File: src/rtl/mux_arb_defs.sv
// rtl/mux_arb_defs.sv - shared constants, types and rotate-priority pick for the mux arbiter
package mux_arb_defs;
   localparam int N_REQ = 8;
   localparam int SEL_W = 3;

   localparam logic [0:0] ST_IDLE  = 1'b0;
   localparam logic [0:0] ST_GRANT = 1'b1;

   typedef struct packed {
      logic             found;
      logic [SEL_W-1:0] idx;
   } pick_t;

   // First set bit of req searching start, start+1, ... with modulo-8 wrap.
   function automatic pick_t rr_pick(input logic [N_REQ-1:0] req, input logic [SEL_W-1:0] start);
      pick_t            p;
      logic [SEL_W-1:0] k;
      p = '0;
      for (int i = N_REQ - 1; i >= 0; i--) begin
         k = start + SEL_W'(i);
         if (req[k]) begin
            p.found = 1'b1;
            p.idx   = k;
         end
      end
      return p;
   endfunction
endpackage

File: src/rtl/mux_8to1.sv
// rtl/mux_8to1.sv - 8:1 single-bit multiplexer
module mux_8to1 (
   input  logic [7:0] in,
   input  logic [2:0] select,
   output logic       out
);
   assign out = in[select];
endmodule

File: src/rtl/mux_rr_arbiter.sv
// rtl/mux_rr_arbiter.sv - round-robin owner of the mux_8to1 select with bounded hold time
module mux_rr_arbiter
   import mux_arb_defs::*;
#(
   parameter int HOLD_MAX = 4
) (
   input  logic             clk,
   input  logic             rst_n,
   input  logic             en,
   input  logic [N_REQ-1:0] req,
   input  logic [N_REQ-1:0] data_in,
   output logic [SEL_W-1:0] sel,
   output logic [N_REQ-1:0] gnt,
   output logic             out_valid,
   output logic             data_out,
   output logic             busy
);
   localparam int HC_W = $clog2(HOLD_MAX) + 1;
   localparam logic [N_REQ-1:0] ONE = {{(N_REQ-1){1'b0}}, 1'b1};

   logic [0:0]       state_q, state_d;
   logic [SEL_W-1:0] sel_q, sel_d;
   logic [N_REQ-1:0] gnt_q, gnt_d;
   logic [SEL_W-1:0] ptr_q, ptr_d;
   logic [HC_W-1:0]  hold_q, hold_d;

   pick_t idle_pick, rel_pick;
   logic  release_now;
   logic  mux_out;

   assign idle_pick   = rr_pick(req, ptr_q);
   // Search begins just past the holder so it is the last candidate.
   assign rel_pick    = rr_pick(req, sel_q + SEL_W'(1));
   assign release_now = !req[sel_q] || (hold_q == HC_W'(HOLD_MAX - 1));

   always_comb begin
      state_d = state_q;
      sel_d   = sel_q;
      gnt_d   = gnt_q;
      ptr_d   = ptr_q;
      hold_d  = hold_q;
      case (state_q)
         ST_IDLE: begin
            if (en && |req) begin
               state_d = ST_GRANT;
               sel_d   = idle_pick.idx;
               gnt_d   = ONE << idle_pick.idx;
               hold_d  = '0;
            end
         end
         default: begin
            if (!en) begin
               state_d = ST_IDLE;
               gnt_d   = '0;
               hold_d  = '0;
            end else if (release_now) begin
               hold_d = '0;
               if (rel_pick.found) begin
                  sel_d = rel_pick.idx;
                  gnt_d = ONE << rel_pick.idx;
                  ptr_d = rel_pick.idx + SEL_W'(1);
               end else begin
                  state_d = ST_IDLE;
                  gnt_d   = '0;
                  ptr_d   = sel_q + SEL_W'(1);
               end
            end else begin
               hold_d = hold_q + HC_W'(1);
            end
         end
      endcase
   end

   always_ff @(posedge clk or negedge rst_n) begin
      if (!rst_n) begin
         state_q <= ST_IDLE;
         sel_q   <= '0;
         gnt_q   <= '0;
         ptr_q   <= '0;
         hold_q  <= '0;
      end else begin
         state_q <= state_d;
         sel_q   <= sel_d;
         gnt_q   <= gnt_d;
         ptr_q   <= ptr_d;
         hold_q  <= hold_d;
      end
   end

   mux_8to1 u_mux (
      .in     (data_in),
      .select (sel_q),
      .out    (mux_out)
   );

   assign sel       = sel_q;
   assign gnt       = gnt_q;
   assign busy      = (state_q == ST_GRANT);
   assign out_valid = (|gnt_q) && req[sel_q];
   assign data_out  = out_valid && mux_out;
endmodule

File: config.mk
export PLATFORM = sky130hd
export DESIGN_NAME = mux_rr_arbiter
export DESIGN_NICKNAME = d
export VERILOG_FILES = /design/src/rtl/mux_arb_defs.sv /design/src/rtl/mux_8to1.sv /design/src/rtl/mux_rr_arbiter.sv
export SDC_FILE = /design/constraint.sdc
export NUM_CORES = 1
export LEC_CHECK = 0
export ABC_AREA = 1
export CAP_MARGIN = 15
export CORE_MARGIN = 2
export CORE_UTILIZATION = 45
export DETAILED_ROUTE_END_ITERATION = 8
export DONT_BUFFER_PORTS = 1
export GPL_ROUTABILITY_DRIVEN = 0
export GPL_TIMING_DRIVEN = 0
export HOLD_SLACK_MARGIN = 0.15
export PLACE_DENSITY = 0.61
export SLEW_MARGIN = 5
export SYNTH_ARGS = -nofsm -noshare
export SYNTH_HDL_FRONTEND = slang
export SYNTH_HIERARCHICAL = 1
export SYNTH_SLANG_ARGS = --single-unit
File: constraint.sdc
create_clock -name clk -period 4.6 [get_ports clk]
set_input_delay 0.92 -clock clk [delete_from_list [all_inputs] [get_ports clk]]
set_output_delay 0.92 -clock clk [all_outputs]
set_load 0.005 [all_outputs]
==> results.ini <==
[outcome]
status = finished, final reports clean

[floorplanning]
dieArea_um2 = 6280
die_h_um = 79.3
fp.dieW_um = 79.3
ios = 33
start_util_pct = 46.6
core_um2 = 5470
row_count = 27

[finish]
areaGrowthSynthToFinish_pct = 5.15
nets = 511
finalNonFillerCells = 555
final-seq-area_um2 = 450
diodes = 0
final_cell_mix = 192 x nand2_1, 77 x nand3_1, 50 x nor2_1
layout_commonest_cell = nand2_1
fin_area_um2 = 2680
drive_above_1_share_pct = 10.1
multi_input_area_um2 = 1810
fillers = 616

[yosys]
synth-seq-cells = 18
synth_ff_type = dfrtp_1
ys_types = 26
synthArstFlopShare_pct = 100
synth.avg_cell_area_um2 = 5.31
syn-cell-area_um2 = 2550
synthCells = 480
yosys_warnings = 6
synth-edff-count = 0
synth_seq_area_share_pct = 17.7
synth_fp_nets = 506

[clock_network]
clockBufferDepth = 2
numCtsBuffers = 3
cts_tree = done
cts_resized = 0
post_cts_buffers = 0
cts.clk_slew.worst_paths_ns = 0.06
root_buffer = clkbuf_8
hold_buffers = 0
h-tree-depth = 1
cts_sinks = 18
worstSkewPairLatency_ns = 0.25

[critical_path]
worst-path-max-fanout = 13
critPathMaxStageDelay_ns = 0.67
crit_path_end_kind = register
cp_slowest_cell = dfrtp_1
crit_family = simple AND/OR/NAND/NOR gates
startpoint_type = register
critPathRequiredTime_ns = 4.74
path_common_cell = nand2_1
path_cells = inv_2, buf_6, ha_1, inv_1, buf_2, nand3_1, nand2_1, nor2_1, nor2_1, nand2_1, nand2_1, nand2_1, nand2_1, nand2_1, nand2_1, nand2_2, nand2_4, nand2_1, inv_1, ha_1, o21ai_0, o22ai_1
critPathArrivalTime_ns = 3.60
worstSetupPathType = register to register
cp_num_buf_inv = 5

[timing]
achievable-frequency_mhz = 289
rsz0062_at_grt = false
clock_skew_ns = 0.00114
hold_viol = 0
fin_crit_ns = 3.47
worst_pin_slew_ns = 0.530
slew_viol_final = 0
finalCritPeriodShare_pct = 75.3
finalSetupTns_ns = 0
setup_ws_ns = 1.13
setup_viol = 0
relSlewSlack_pct = 64.3

[place]
pre_cts_slack_ns = 1.19
port_buffers = 0
dp.cells = 552
placed_area_um2 = 2640
hpwl_um = 5540

[routing]
drcViolationCount = 0
vias = 2873
drtIter0Drc = 201
totalWireLength_um = 6830
drt_pass1_iterations = 4
ant_nets = 0
post_drt_wl_per_cell_um = 12.3
routed_via_density = 5.18

[grt]
track_usage_pct = 23.3
grt_start_max_net_pins = 19
antenna_found_initial = 0
grt_pass1_wl_um = 12000
grt-ovfl-total = 0
grt_pass1_vias = 2756

[hold_path]
min_path_type = input pin to asynchronous set/reset pin

[flow_run]
drv_cap = 0

-- per-layer routing --
| metal | global-route usage [%] | part of all wire [%] | vias to the layer above |
|---|---|---|---|
| li1 | - | - | 1515 |
| met1 | 31.7 | 48 | 1288 |
| met2 | 40.3 | 44 | 63 |
| met3 | 1.59 | 5.9 | 7 |
| met4 | 5.00 | 1.3 | 0 |
| met5 | 0 | 0 | - |
-- logic make-up after synthesis --
family | synth area share, %
simple gates | 58.2
compound gates | 7.95
xor+xnor | 1.37
fa+ha+maj | 3.43
flops | 17.7
buf+inv | 11.3
-- final timing paths --
| check | from | to | slack (ns) | cells past startpoint |
|---|---|---|---|---|
| hold / removal | rst_n | gnt[7] | 0.35 | 0 |
| max in group asynchronous | rst_n | sel[0] | 4.18 | 0 |
| hold reg to reg | hold_q[1] | hold_q[1] | 0.49 | 2 |
| setup / recovery | sel[0] | ptr_q[2] | 1.13 | 22 |
| min in group clk | hold_q[1] | hold_q[1] | 0.49 | 2 |
| setup reg to reg | sel[0] | ptr_q[2] | 1.13 | 22 |
-- through the flow --
step | hold slack [ns] | utilization (%)
after floorplan | 0.452 | -
after global placement | 0.469 | 48.2
after detailed placement | 0.486 | 48.2
after CTS | 0.348 | 49.0
after global routing | 0.341 | 49.0
final | 0.354 | 49.0
-- synth_stat cells (2+ instances only) --
cell / n / share of area [%]
a21oi_1: 14 / 2.7
a21oi_2: 3 / 1.0
buf_2: 6 / 1.2
buf_6: 3 / 1.3
clkinv_1: 2 / 0.29
dfrtp_1: 18 / 18
ha_1: 7 / 3.4
inv_1: 48 / 7.1
inv_2: 10 / 1.5
nand2_1: 192 / 28
nand2_2: 19 / 4.7
nand2_4: 2 / 0.88
nand3_1: 77 / 15
nor2_1: 50 / 7.4
o21ai_0: 12 / 2.4
o22ai_1: 3 / 0.74
or4_1: 3 / 0.88
xnor2_1: 2 / 0.69
xor2_1: 2 / 0.69
-- state kept, by name (all words and copies together) (netlist names) --
register	count
ptr_q	3
gnt	8
hold_q	3
sel	3
busy	1
-- area by class of cell --
| cell class | instances | area share (%) |
|---|---|---|
| plain buffers | 9 | 2.38 |
| flip-flops and latches | 18 | 16.8 |
| well taps | 72 | 3.36 |
| multi-input cells | 393 | 67.5 |
| inverters | 60 | 8.40 |
| clock buffers | 3 | 1.54 |
Power is not shown: default switching activity piles up to over one toggle a cycle in this logic, so the estimate is an artifact.
